$ cat config.mk
export PLATFORM = sky130hd
export DESIGN_NAME = hba_gpio_ext
export DESIGN_NICKNAME = d
export VERILOG_FILES = /design/src/rtl/hba_gpio_ext_pkg.sv /design/src/rtl/hba_gpio_ext_pin_filter.sv /design/src/rtl/hba_gpio_ext.sv
export SDC_FILE = /design/constraint.sdc
export NUM_CORES = 1
export LEC_CHECK = 0
export CORE_MARGIN = 3
export CORE_UTILIZATION = 49
export CTS_CLUSTER_DIAMETER = 120
export DETAILED_ROUTE_END_ITERATION = 6
export MAX_ROUTING_LAYER = met4
export PLACE_DENSITY = 0.7
export SLEW_MARGIN = 20
export SYNTH_ARGS = -nofsm -noshare
export SYNTH_HDL_FRONTEND = slang
export SYNTH_SLANG_ARGS = --single-unit
export TNS_END_PERCENT = 10
$ cat constraint.sdc
create_clock -name hba_clk -period 2.9 [get_ports hba_clk]
set_clock_uncertainty 0.15 [all_clocks]
set_input_delay 0.58 -clock hba_clk [delete_from_list [all_inputs] [get_ports hba_clk]]
set_output_delay 0.58 -clock hba_clk [all_outputs]
set_load 0.005 [all_outputs]
$ cat src/rtl/hba_gpio_ext_pkg.sv
// hba_gpio_ext_pkg
//   Shared definitions for the HBA GPIO peripheral: register indices, the register count
//   and the decoded write-strobe bundle used by the top-level register file.
package hba_gpio_ext_pkg;

  // Register indices within the peripheral slot (hba_abus[REG_ADDR_WIDTH-1:0]).
  localparam int unsigned REG_DIR         = 0;
  localparam int unsigned REG_PINS        = 1;
  localparam int unsigned REG_INTR_EN     = 2;
  localparam int unsigned REG_EDGE_RISE   = 3;
  localparam int unsigned REG_EDGE_FALL   = 4;
  localparam int unsigned REG_INTR_STATUS = 5;
  localparam int unsigned REG_DEBOUNCE    = 6;
  localparam int unsigned REG_COUNT       = 7;

  // One write strobe per implemented register, asserted on the commit edge.
  typedef struct packed {
    logic dir;
    logic pins;
    logic intr_en;
    logic edge_rise;
    logic edge_fall;
    logic intr_status;
    logic debounce;
  } reg_wr_t;

endpackage

$ cat src/rtl/hba_gpio_ext_pin_filter.sv
// hba_pin_filter
//   One GPIO pin's input conditioning: two-flop synchroniser, debounce counter, filtered
//   level and its one-cycle-delayed copy for edge detection.
// Ports:
//   i_clk, i_rst_n  clock, asynchronous active-low reset
//   i_pin           raw asynchronous pad input
//   i_debounce      debounce threshold (cycles of disagreement before the level is taken)
//   o_filt          debounced level
//   o_rise, o_fall  single-cycle edge pulses on o_filt
module hba_pin_filter #(
  parameter int unsigned DEB_WIDTH = 8
) (
  input  logic                 i_clk,
  input  logic                 i_rst_n,
  input  logic                 i_pin,
  input  logic [DEB_WIDTH-1:0] i_debounce,
  output logic                 o_filt,
  output logic                 o_rise,
  output logic                 o_fall
);

  logic                 r_sync1;
  logic                 r_sync2;
  logic                 r_filt;
  logic                 r_filt_prev;
  logic [DEB_WIDTH-1:0] r_cnt;

  logic                 w_filt_d;
  logic [DEB_WIDTH-1:0] w_cnt_d;

  // Counter measures how long sync2 has disagreed with filt. The >= compare means a
  // threshold lowered mid-count releases at once rather than waiting for a wrap.
  always_comb begin
    w_filt_d = r_filt;
    w_cnt_d  = '0;
    if (r_sync2 != r_filt) begin
      if (r_cnt >= i_debounce) begin
        w_filt_d = r_sync2;
      end else if (r_cnt != {DEB_WIDTH{1'b1}}) begin
        w_cnt_d = r_cnt + DEB_WIDTH'(1);
      end else begin
        w_cnt_d = r_cnt;
      end
    end
  end

  always_ff @(posedge i_clk or negedge i_rst_n) begin
    if (!i_rst_n) begin
      r_sync1     <= 1'b0;
      r_sync2     <= 1'b0;
      r_filt      <= 1'b0;
      r_filt_prev <= 1'b0;
      r_cnt       <= '0;
    end else begin
      r_sync1     <= i_pin;
      r_sync2     <= r_sync1;
      r_filt      <= w_filt_d;
      r_filt_prev <= r_filt;
      r_cnt       <= w_cnt_d;
    end
  end

  assign o_filt = r_filt;
  assign o_rise = r_filt & ~r_filt_prev;
  assign o_fall = ~r_filt & r_filt_prev;

endmodule

$ cat src/rtl/hba_gpio_ext.sv
// hba_gpio_ext
//   HBA-bus GPIO peripheral: per-pin direction and output latch, debounced inputs, and
//   rising/falling edge capture into a sticky write-1-to-clear interrupt status register.
// Ports:
//   hba_clk, hba_reset_n        clock, asynchronous active-low reset
//   hba_rnw, hba_select         transfer direction (1=read) and transfer-in-progress
//   hba_abus, hba_dbus          address {periph, reg index} and write data
//   hba_dbus_slave              read data, 0 whenever not acking
//   hba_xferack_slave           one-cycle transfer acknowledge
//   slave_interrupt             |(INTR_STATUS & INTR_EN)
//   gpio_out_en, gpio_out_sig   pad drive enable (DIR) and output value (PINS latch)
//   gpio_in_sig                 raw asynchronous pad inputs
module hba_gpio_ext
  import hba_gpio_ext_pkg::*;
#(
  parameter int unsigned DBUS_WIDTH        = 8,
  parameter int unsigned PERIPH_ADDR_WIDTH = 4,
  parameter int unsigned REG_ADDR_WIDTH    = 8,
  parameter int unsigned ADDR_WIDTH        = PERIPH_ADDR_WIDTH + REG_ADDR_WIDTH,
  parameter int unsigned PERIPH_ADDR       = 0,
  parameter int unsigned NUM_PINS          = 4,
  parameter int unsigned DEB_WIDTH         = 8
) (
  input  logic                  hba_clk,
  input  logic                  hba_reset_n,
  input  logic                  hba_rnw,
  input  logic                  hba_select,
  input  logic [ADDR_WIDTH-1:0] hba_abus,
  input  logic [DBUS_WIDTH-1:0] hba_dbus,
  output logic [DBUS_WIDTH-1:0] hba_dbus_slave,
  output logic                  hba_xferack_slave,
  output logic                  slave_interrupt,
  output logic [NUM_PINS-1:0]   gpio_out_en,
  output logic [NUM_PINS-1:0]   gpio_out_sig,
  input  logic [NUM_PINS-1:0]   gpio_in_sig
);

  logic [NUM_PINS-1:0]   r_dir;
  logic [NUM_PINS-1:0]   r_pins;
  logic [NUM_PINS-1:0]   r_intr_en;
  logic [NUM_PINS-1:0]   r_edge_rise;
  logic [NUM_PINS-1:0]   r_edge_fall;
  logic [NUM_PINS-1:0]   r_intr_status;
  logic [DEB_WIDTH-1:0]  r_debounce;
  logic                  r_xferack;
  logic [DBUS_WIDTH-1:0] r_dbus_slave;

  logic [REG_ADDR_WIDTH-1:0] w_reg_idx;
  logic                      w_periph_hit;
  logic                      w_req;
  reg_wr_t                   w_wr;
  logic [DBUS_WIDTH-1:0]     w_rdata;
  logic [NUM_PINS-1:0]       w_filt;
  logic [NUM_PINS-1:0]       w_rise;
  logic [NUM_PINS-1:0]       w_fall;
  logic [NUM_PINS-1:0]       w_status_set;
  logic [NUM_PINS-1:0]       w_status_clr;
  logic                      w_unused_dbus;

  // Upper write-data bits only matter for wider registers; fold them so none dangle.
  assign w_unused_dbus = ^hba_dbus;

  // ---------------------------------------------------------------------------------------
  // Bus decode. A request is only taken while not already acking, which limits throughput
  // to one transfer every two cycles and keeps a held select from double-committing.
  // ---------------------------------------------------------------------------------------
  assign w_reg_idx    = hba_abus[REG_ADDR_WIDTH-1:0];
  assign w_periph_hit = (hba_abus[ADDR_WIDTH-1:REG_ADDR_WIDTH]
                         == PERIPH_ADDR_WIDTH'(PERIPH_ADDR));
  assign w_req        = hba_select & w_periph_hit & ~r_xferack;

  always_comb begin
    w_wr = '0;
    if (w_req && !hba_rnw) begin
      case (w_reg_idx)
        REG_ADDR_WIDTH'(REG_DIR):         w_wr.dir         = 1'b1;
        REG_ADDR_WIDTH'(REG_PINS):        w_wr.pins        = 1'b1;
        REG_ADDR_WIDTH'(REG_INTR_EN):     w_wr.intr_en     = 1'b1;
        REG_ADDR_WIDTH'(REG_EDGE_RISE):   w_wr.edge_rise   = 1'b1;
        REG_ADDR_WIDTH'(REG_EDGE_FALL):   w_wr.edge_fall   = 1'b1;
        REG_ADDR_WIDTH'(REG_INTR_STATUS): w_wr.intr_status = 1'b1;
        REG_ADDR_WIDTH'(REG_DEBOUNCE):    w_wr.debounce    = 1'b1;
        default:                          w_wr             = '0;
      endcase
    end
  end

  // Read mux; PINS shows the latch on outputs and the debounced pad on inputs.
  always_comb begin
    w_rdata = '0;
    case (w_reg_idx)
      REG_ADDR_WIDTH'(REG_DIR):         w_rdata[NUM_PINS-1:0]  = r_dir;
      REG_ADDR_WIDTH'(REG_PINS):        w_rdata[NUM_PINS-1:0]  = (r_dir & r_pins) |
                                                                 (~r_dir & w_filt);
      REG_ADDR_WIDTH'(REG_INTR_EN):     w_rdata[NUM_PINS-1:0]  = r_intr_en;
      REG_ADDR_WIDTH'(REG_EDGE_RISE):   w_rdata[NUM_PINS-1:0]  = r_edge_rise;
      REG_ADDR_WIDTH'(REG_EDGE_FALL):   w_rdata[NUM_PINS-1:0]  = r_edge_fall;
      REG_ADDR_WIDTH'(REG_INTR_STATUS): w_rdata[NUM_PINS-1:0]  = r_intr_status;
      REG_ADDR_WIDTH'(REG_DEBOUNCE):    w_rdata[DEB_WIDTH-1:0] = r_debounce;
      default:                          w_rdata                = '0;
    endcase
  end

  always_ff @(posedge hba_clk or negedge hba_reset_n) begin
    if (!hba_reset_n) begin
      r_xferack    <= 1'b0;
      r_dbus_slave <= '0;
    end else if (w_req) begin
      r_xferack    <= 1'b1;
      r_dbus_slave <= hba_rnw ? w_rdata : '0;
    end else begin
      r_xferack    <= 1'b0;
      r_dbus_slave <= '0;
    end
  end

  // ---------------------------------------------------------------------------------------
  // Register file
  // ---------------------------------------------------------------------------------------
  always_ff @(posedge hba_clk or negedge hba_reset_n) begin
    if (!hba_reset_n) begin
      r_dir       <= '0;
      r_pins      <= '0;
      r_intr_en   <= '0;
      r_edge_rise <= '0;
      r_edge_fall <= '0;
      r_debounce  <= '0;
    end else begin
      if (w_wr.dir)       r_dir       <= hba_dbus[NUM_PINS-1:0];
      if (w_wr.pins)      r_pins      <= hba_dbus[NUM_PINS-1:0];
      if (w_wr.intr_en)   r_intr_en   <= hba_dbus[NUM_PINS-1:0];
      if (w_wr.edge_rise) r_edge_rise <= hba_dbus[NUM_PINS-1:0];
      if (w_wr.edge_fall) r_edge_fall <= hba_dbus[NUM_PINS-1:0];
      if (w_wr.debounce)  r_debounce  <= hba_dbus[DEB_WIDTH-1:0];
    end
  end

  // ---------------------------------------------------------------------------------------
  // Per-pin filters and edge capture
  // ---------------------------------------------------------------------------------------
  for (genvar g = 0; g < NUM_PINS; g++) begin : g_pin
    hba_pin_filter #(
      .DEB_WIDTH (DEB_WIDTH)
    ) u_filter (
      .i_clk      (hba_clk),
      .i_rst_n    (hba_reset_n),
      .i_pin      (gpio_in_sig[g]),
      .i_debounce (r_debounce),
      .o_filt     (w_filt[g]),
      .o_rise     (w_rise[g]),
      .o_fall     (w_fall[g])
    );
  end

  // Outputs never raise status; a fresh edge beats a same-cycle W1C of that bit.
  assign w_status_set = ~r_dir & ((w_rise & r_edge_rise) | (w_fall & r_edge_fall));
  assign w_status_clr = w_wr.intr_status ? hba_dbus[NUM_PINS-1:0] : '0;

  always_ff @(posedge hba_clk or negedge hba_reset_n) begin
    if (!hba_reset_n) begin
      r_intr_status <= '0;
    end else begin
      r_intr_status <= (r_intr_status & ~w_status_clr) | w_status_set;
    end
  end

  assign hba_dbus_slave    = r_dbus_slave;
  assign hba_xferack_slave = r_xferack;
  assign slave_interrupt   = |(r_intr_status & r_intr_en);
  assign gpio_out_en       = r_dir;
  assign gpio_out_sig      = r_pins;

endmodule
# Word-level counts from Yosys, hierarchy flattened

Cells that the tools add are included.

Register bits after elaboration: 89
Input port bits: 28
Output and inout bits: 18
Logic and storage cells: 121

Add/subtract/negate cells: 4
$lt $le $gt $ge: 4
Equal/unequal tests: 18
Muxes and demuxes: 26
Bitwise gates (word level): 31
Reductions and logical operators: 9

Operators with widths:

| operator                                                        | count |
|---|---|
| 8-bit two-way mux                                               | 14 |
| 8-bit by 1-bit adder with 8-bit output, second input constant   | 4 |
| 8-bit >= comparator                                             | 4 |
| 8-bit != test, second input constant                            | 4 |
| 4-bit bitwise AND                                               | 7 |
| 4-bit one-hot mux with 7 select lines                           | 1 |
| 8-bit by 3-bit == test with 1-bit output, second input constant | 3 |
| 8-bit by 2-bit == test with 1-bit output, second input constant | 2 |
| 3-bit != test, second input constant                            | 4 |
| 4-bit OR                                                        | 3 |
| 1-bit bitwise AND                                               | 10 |
| 1-bit NOT                                                       | 9 |
| 8-bit by 1-bit == test with 1-bit output, second input constant | 1 |
| 8-bit zero test                                                 | 1 |
| 1-bit two-way mux                                               | 8 |
| 4-bit two-way mux                                               | 2 |
| 4-bit NOT                                                       | 2 |
| 2-bit AND reduction                                             | 4 |
| 7-bit two-way mux                                               | 1 |
| 4-bit zero test                                                 | 1 |
| 1-bit != test                                                   | 4 |
| 4-bit OR reduction                                              | 1 |
| 1-bit logical AND                                               | 1 |
| 1-bit zero test                                                 | 1 |

# Logic depth before layout (Yosys ltp)

Gate-level depths: netlist (run 1).

Depth after elaboration: 9
Depth in mapped cells: 8
Depth with buffers taken out: 7

# Hierarchy

Synthesis (run 1) repeated with hierarchy kept, for this count alone.

Cell total of the unflattened synthesis: 452
Area, all modules: 5,064.9 µm²

Modules (own cells, without submodules):

| module         | instances | cells each | area each (µm²) | seq. area each (µm²) |
|---|---|---|---|---|
| hba_pin_filter | 4         | 75         | 789.5           | 300.3 |
| hba_gpio_ext   | 1         | 152        | 1,906.8         | 1,026.0 |

# Least setup slack after synthesis (run 1)

OpenSTA, ideal clock, no wires.

Kind: input-to-reg
Start point: input port hba_abus[5]
End point: register r_intr_en[0]
Setup time: 128 ps
Arrival: 1,839 ps
Required time: 2,622 ps
Slack: 783 ps
Cell stages on the path: 3
Buffers on the path: 0
Cell sequence: or4_4 > nor4b_4 > mux2_1

Word-level cells in the longest chain between the ends: 3

Ends and longest elaborated chain:

| element                                  | RTL line            | text |
|---|---|---|
| start: declaration                       | hba_gpio_ext.sv:28  | `input logic [ADDR_WIDTH-1:0] hba_abus,` |
| 8-bit by 2-bit == test with 1-bit output | hba_gpio_ext.sv:75  | `case (w_reg_idx)` |
| 1-bit two-way mux                        | hba_gpio_ext.sv:75  |  |
| 7-bit two-way mux                        | hba_gpio_ext.sv:74  | `if (w_req && !hba_rnw) begin` |
| end signal: assignment                   | hba_gpio_ext.sv:131 | `if (w_wr.intr_en) r_intr_en <= hba_dbus[NUM_PINS-1:0];` |
| end: declaration                         | hba_gpio_ext.sv:40  | `logic [NUM_PINS-1:0] r_intr_en;` |

No other way between the ends.
A chain may end at the register's enable or synchronous reset.

# Worst setup path in the final report (run 1)

Start point: register r_debounce[0]
End point: register g_pin[1].u_filter.r_cnt[7]

Word-level cells in the longest chain between the ends: 3
Elaborated cells on any way between the ends: 4
Classes of those cells: order compare: 1; eq/ne: 1; mux: 2

Ends and longest elaborated chain:

| element                  | RTL line                      | text |
|---|---|---|
| start: declaration       | hba_gpio_ext.sv:44            | `logic [DEB_WIDTH-1:0] r_debounce;` |
| start signal: assignment | hba_gpio_ext.sv:134           | `if (w_wr.debounce) r_debounce <= hba_dbus[DEB_WIDTH-1:0];` |
| 8-bit >= comparator (*)  | hba_gpio_ext_pin_filter.sv:37 | `if (r_cnt >= i_debounce) begin` |
| 8-bit two-way mux        | hba_gpio_ext_pin_filter.sv:37 |  |
| 8-bit two-way mux        | hba_gpio_ext_pin_filter.sv:36 | `if (r_sync2 != r_filt) begin` |
| end signal: assignment   | hba_gpio_ext_pin_filter.sv:59 | `r_cnt <= w_cnt_d;` |
| end: declaration         | hba_gpio_ext_pin_filter.sv:26 | `logic [DEB_WIDTH-1:0] r_cnt;` |

Every way passes the cells marked *; elsewhere a longest branch is shown, timed or not.

==> flow_summary.toml, run 1 <==
[cts]
clkLatencyLatePin_ns = 0.36
htree_num_levels = 3
cts_sinks = 89
cts-root-buf = "clkbuf_8"
cts_tree = "yes"
cts_buffers = 9
hold_buffers = 0
cts.path.max_buffers = 2
postCtsSetupBuffers = 0
path_clk_slew_ns = 0.09
cts_resized = 0

[route]
first_iter_violations = 190
wl_per_cell_um = 16.4
vias = 3546
drtAntennaViolNets = 0
drc = 0
vias_per_cell = 5.62
wirelength_um = 10400
dr.pass1.iters = 4

[sta]
hold_viol_final = 0
setup-violations-final = 0
tns_ns = 0
post-route-period-util = 0.828
clock.fmax_mhz = 417
grt_setup_unrepaired = "false"
fin_crit_ns = 2.40
relSlewSlack = 0.517
worstMarginPinSlew_ns = 0.722
finalMaxSlewViolations = 0

[global_route]
grt_first_pass_wirelength_um = 17800
antenna_found_initial = 0
grt_max_degree = 39
grtUsageTotal = 0.208
grt_pass1_vias = 3611
grt-ovfl-total = 0

[final_layout]
multi_input_area_um2 = 2400
finish.utilization = 0.596
nets = 561
area_growth_pct = 17.0
drive_gt1_frac = 0.108
n_antenna_cell = 0
regArea_um2 = 2230
fillers = 809

[placement]
routabilityCongestion = 0.918
port_buffers = 45
post-dp-hpwl_um = 7850

[setup_path]
cp_data_arrival_time_ns = 2.51
critPathRequiredTime_ns = 3.01
start_kind = "flop"
worstSetupPathType = "reg -> reg"
r2r_slack_ns = 0.50
cp_max_fo = 8
end_kind = "flop"

[synth]
synth-seq-area-share = 0.469
synth-async-reset-ratio = 1.00
netlist.area_leader.share = 0.469
avgSynthCellArea_um2 = 10.8
synth_top_area_cell = "dfrtp_1"
netlist_area_um2 = 4750
synth.net_count = 506
yosysWarningCount = 0
synth_edf_count = 0
synth.area.top_cells = "dfrtp_1, ha_1, mux2_2"
synth_ff_type = "dfrtp_1"
ys_seq_elements = 89
synthCells = 442
synth.distinct_cells = 45

[power]
ir_worst_vdd_uv = 223
clock_power_share = 0.360
power_density_nw_per_um2 = 392
swShare = 0.244
p_total_mw = 2.18
seq_power_share = 0.579
p_comb_frac = 0.060
power.switching_uw = 531
p_leak_nw = 2.45
power.internal_mw = 1.65

[floorplan]
initial_core_util = 0.510
die_y_um = 104
fp.dieArea_um2 = 10900
coreArea_um2 = 9330
io_pins = 46
die_x_um = 104
rows = 35

[outcome]
status = "finished, final reports clean"

[worst_hold_path]
hold_path.class = "in -> async"

[run]
drv_cap = 0
-- cell families (layout without fill, tap and decap cells) --
| group | count (synthesis) | in the layout | synth area share |
|---|---|---|---|
| AND/OR/NAND/NOR | 144 | 144 | 0.164 |
| flip-flops | 89 | 89 | 0.469 |
| AO/OA/AOI/OAI | 78 | 78 | 0.105 |
| multiplexers | 47 | 47 | 0.108 |
| adder cells (fa/ha/maj) | 36 | 36 | 0.0948 |
| buffers and inverters | 30 | 90 | 0.0268 |
| XOR/XNOR | 18 | 18 | 0.0332 |
-- sequential cells by signal (all words and copies together) (netlist names) --
signal / cells
hba_xferack_slave: 1
r_debounce: 8
g_pin.u_filter.r_filt_prev: 4
g_pin.u_filter.r_sync1: 4
r_intr_status: 4
g_pin.u_filter.r_cnt: 32
r_edge_fall: 4
r_intr_en: 4
g_pin.u_filter.r_sync2: 4
g_pin.u_filter.o_filt: 4
hba_dbus_slave: 8
r_edge_rise: 4
gpio_out_en: 4
gpio_out_sig: 4
-- path summary, 6_finish.rpt --
kind	from	end	depth (start not counted)
worst min register to register	g_pin[3].u_filter.r_sync1	g_pin[3].u_filter.r_sync2	0
max in group asynchronous	hba_reset_n	r_edge_fall[3]	2
worst max-delay path	r_debounce[0]	g_pin[1].u_filter.r_cnt[7]	6
min in group hba_clk	g_pin[3].u_filter.r_sync1	g_pin[3].u_filter.r_sync2	0
worst min-delay path	hba_reset_n	hba_xferack_slave	1
worst max register to register	r_debounce[0]	g_pin[1].u_filter.r_cnt[7]	6
-- cell usage in the layout (no fill, tap or decap), types with 11 or more instances in the layout --
cell type / instances
inv_1: 23
ha_1: 36
o21ai_0: 14
mux2i_1: 13
a21oi_1: 20
dfrtp_1: 89
clkdlybuf4s50_1: 44
nor3_1: 11
xor2_1: 11
nor2_1: 36
nand3_1: 17
mux2_2: 26
nand2_1: 28
-- per-stage QoR --
stage | setup slack, ns | hold WS, ns | instances | instance area (um^2)
2_1_floorplan | 0.783 | 0.134 | 442 | 4750
3_3_place_gp | 0.157 | 0.183 | 615 | 5380
3_5_place_dp | 0.124 | 0.187 | 615 | 5380
4_1_cts | 0.491 | 0.0169 | 631 | 5560
5_1_grt | 0.365 | 0.0246 | 631 | 5560
6_report | 0.500 | 0.00242 | 631 | 5560
-- cell usage after synthesis (9+ instances only) --
library cell	instances
nand2_1	28
mux2i_1	13
dfrtp_1	89
a21oi_1	20
nand4_1	10
a31oi_1	9
a21o_1	9
nand3_1	17
ha_1	36
nor2_1	36
inv_1	23
o21ai_0	14
nor3_1	11
xor2_1	11
mux2_2	26
-- cell type report --
class / instances / share of cell area
clock inverter: 6 / 0.00765
inverter: 23 / 0.0155
clock buffer: 10 / 0.0248
multi-input combinational: 323 / 0.431
timing repair buffer: 51 / 0.0909
tap: 129 / 0.0290
sequential: 89 / 0.401
-- critical path, stage by stage (launching register included) --
cell	delay (ns)
dfrtp_1	0.49
ha_1	0.33
nand2b_1	0.13
a2111oi_0	0.40
o31a_1	0.23
o211ai_1	0.29
nor3_1	0.29
-- power by group through the flow --
stage	clock [mW]	combinational (mW)	sequential, mW
after global placement	0	0.131	1.29
after detailed placement	0	0.133	1.29
after global routing	0.858	0.146	1.27
final	0.786	0.131	1.26
after CTS	0.810	0.134	1.26
after floorplan	0	0.0446	1.29
-- layer usage --
layer,up-vias,GRT usage,share of wire
met5,-,-,0
li1,1730,-,-
met4,0,0.0503,0.012
met3,8,0.0391,0.037
met1,1746,0.271,0.45
met2,62,0.339,0.50
No activity file was read; power rests on OpenSTA's default activity.
==> run 2, diff against run 1 <==
--- a/config.mk
+++ b/config.mk
@@ -10,7 +10,7 @@
 export CTS_CLUSTER_DIAMETER = 120
 export DETAILED_ROUTE_END_ITERATION = 6
 export MAX_ROUTING_LAYER = met4
-export PLACE_DENSITY = 0.7
+export PLACE_DENSITY = 0.73
 export SLEW_MARGIN = 20
 export SYNTH_ARGS = -nofsm -noshare
 export SYNTH_HDL_FRONTEND = slang
==> constraint.sdc (replaced) <==
create_clock -name hba_clk -period 2.1 [get_ports hba_clk]
set_clock_uncertainty 0.15 [all_clocks]
set_input_delay 0.42 -clock hba_clk [delete_from_list [all_inputs] [get_ports hba_clk]]
set_output_delay 0.42 -clock hba_clk [all_outputs]
set_load 0.005 [all_outputs]
==> run 2 against run 1 <==
Compared with the run above:
- the run now ends with setup timing left
- global-route usage up 1.4 points
- cell count rose by 6.2%
- wire length grew 8.6%
- non-clock buffer count up 41
- combinational power increased by 57%
- maximum frequency increased by 12%
- core utilization grew 4.6 points
- via count increased by 5.7%
- sequential share of layout area shrank 2.9 points
- worst setup slack got worse by 0.54 ns
- critical endpoint is now g_pin[1].u_filter.r_cnt[3]
==> flow_summary.toml, run 2 (synthesis results as in run 1) <==
[outcome]
status = "finished, violations left"
violations = "setup timing"

[placement]
postPlaceCellArea_um2 = 5620
post-place-ws_ns = -0.474
post-dp-hpwl_um = 8240
routabilityCongestion = 0.947
port_buffers = 45

[final_layout]
top_register = "g_pin.u_filter.r_cnt"
largest_reg_flops = 32
final_common_cell = "dfrtp_1"
area_growth_pct = 26.0
nets = 602
drive_gt1_frac = 0.214
fillers = 730
n_antenna_cell = 0
finalInstanceArea_um2 = 5990
final_cell_mix = "dfrtp_1, buf_4, clkdlybuf4s50_1"

[floorplan]
initial_core_util = 0.510
fp.dieArea_um2 = 10900
coreArea_um2 = 9330
rows = 35
die_x_um = 104
io_pins = 46
die_y_um = 104

[cts]
cts-root-buf = "clkbuf_8"
path_clk_slew_ns = 0.08
cts_sinks = 89
cts.path.max_buffers = 2
cts_buffers = 9
clkLatencyLatePin_ns = 0.36
htree_num_levels = 3
cts_tree = "yes"

[setup_path]
cp_data_arrival_time_ns = 2.25
start_kind = "flop"
cp_slowest_cell = "dfrtp_1"
path_buf_inv = 1
end_kind = "flop"
crit_chain = "ha_1 > nand2b_4 > a2111oi_4 > o31a_1 > o211ai_1 > buf_4 > nor2_1"
cpPeakStageDelay_ns = 0.44
worstSetupPathType = "reg -> reg"
critPathRequiredTime_ns = 2.21
regToRegStartpoint = "r_debounce[0]"
r2r_cells = 7
timing.rr.end = "g_pin[1].u_filter.r_cnt[3]"
path_delay_family = "compound AO/OA/AOI/OAI gates"
cp_max_fo = 6
r2r_slack_ns = -0.04

[sta]
clock.fmax_mhz = 467
fin_crit_ns = 2.14
finalMaxSlewViolations = 0
worstMarginPinSlew_ns = 0.526
grt_setup_unrepaired = "true"
fin_ws_ns = -0.0397
relSlewSlack = 0.647
setup-violations-final = 10
post-route-period-util = 1.02
hold_viol_final = 0

[global_route]
grt_max_degree = 46
grt-ovfl-total = 0
antenna_found_initial = 0
grt_pass1_vias = 3840
grt_first_pass_wirelength_um = 18900
grtUsageTotal = 0.222

[route]
drtAntennaViolNets = 0
drc = 0
vias = 3747
dr.pass1.iters = 4
vias_per_cell = 5.59
wirelength_um = 11200
wl_per_cell_um = 16.8
first_iter_violations = 131

[worst_hold_path]
min-delay-start = "g_pin[1].u_filter.r_sync1"
hold_path.class = "reg -> reg"
whs_path_depth = 0
holdPathEnd = "g_pin[1].u_filter.r_sync2"

[power]
p_leak_nw = 2.73
power_density_nw_per_um2 = 514
ir_worst_vdd_uv = 445

[run]
drv_cap = 0
==> run 2: what timing repair did <==
item	in CTS	in global routing
gates resized for setup	15	20
pin swaps	8	9
hold buffers	1	0
setup endpoints to repair	57	53
hold endpoints to repair	26	0
setup buffers	3	5
==> run 2: worst max path at each step <==
| stage | endpoint | depth (start not counted) | startpoint |
|---|---|---|---|
| 2_1_floorplan | g_pin[1].u_filter.r_cnt[6] | 6 | r_debounce[0] |
| 3_3_place_gp | gpio_out_en[0] | 6 | hba_abus[9] |
| 3_5_place_dp | gpio_out_en[2] | 6 | hba_abus[8] |
| 4_1_cts | g_pin[1].u_filter.r_cnt[3] | 7 | r_debounce[3] |
| 5_1_grt | g_pin[1].u_filter.r_cnt[3] | 8 | g_pin[1].u_filter.r_cnt[0] |
| 6_report | g_pin[1].u_filter.r_cnt[3] | 7 | r_debounce[0] |
==> run 2: worst register-to-register path: cells and delay by family, from the launching register on <==
family          cells  cell delay (ns)
flops               1             0.44
compound gates      3             0.76
fa+ha+maj           1             0.30
buf+inv             1             0.22
simple gates        2             0.17
==> run 2: cell type report <==
type	count	area, um^2	area share
Sequential cell	89	2230	0.372
Clock buffer	10	138	0.0230
Timing Repair Buffer	92	826	0.138
Clock inverter	4	45.0	0.00752
Tap cell	129	161	0.0270
Multi-Input combinational cell	323	2500	0.418
Inverter	23	88.8	0.0148
==> run 2: per-stage QoR <==
| step | utilization | cells | TNS, ns | hold slack, ns | power (mW) |
|---|---|---|---|---|---|
| 6_report | 0.642 | 670 | -0.189 | 0.203 | 3.08 |
| 5_1_grt | 0.642 | 670 | -1.81 | 0.207 | 3.21 |
| 4_1_cts | 0.630 | 665 | -0.0946 | 0.205 | 3.12 |
| 3_5_place_dp | 0.602 | 647 | -16.41 | 0.186 | 1.98 |
| 3_3_place_gp | 0.602 | 647 | -14.33 | 0.181 | 1.98 |
| 2_1_floorplan | - | 442 | 0 | -0.0256 | 1.84 |
==> run 2: metal layers <==
| metal | part of all wire | track usage | up-vias |
|---|---|---|---|
| li1 | - | - | 1801 |
| met1 | 0.44 | 0.277 | 1857 |
| met2 | 0.50 | 0.357 | 77 |
| met3 | 0.047 | 0.0621 | 12 |
| met4 | 0.014 | 0.0617 | 0 |
| met5 | 0 | - | - |
==> run 2: power by group <==
part / switching, mW / internal (mW)
Combinational: 0.105 / 0.100
Sequential: 0.0153 / 1.73
Clock: 0.565 / 0.563
Total: 0.686 / 2.39
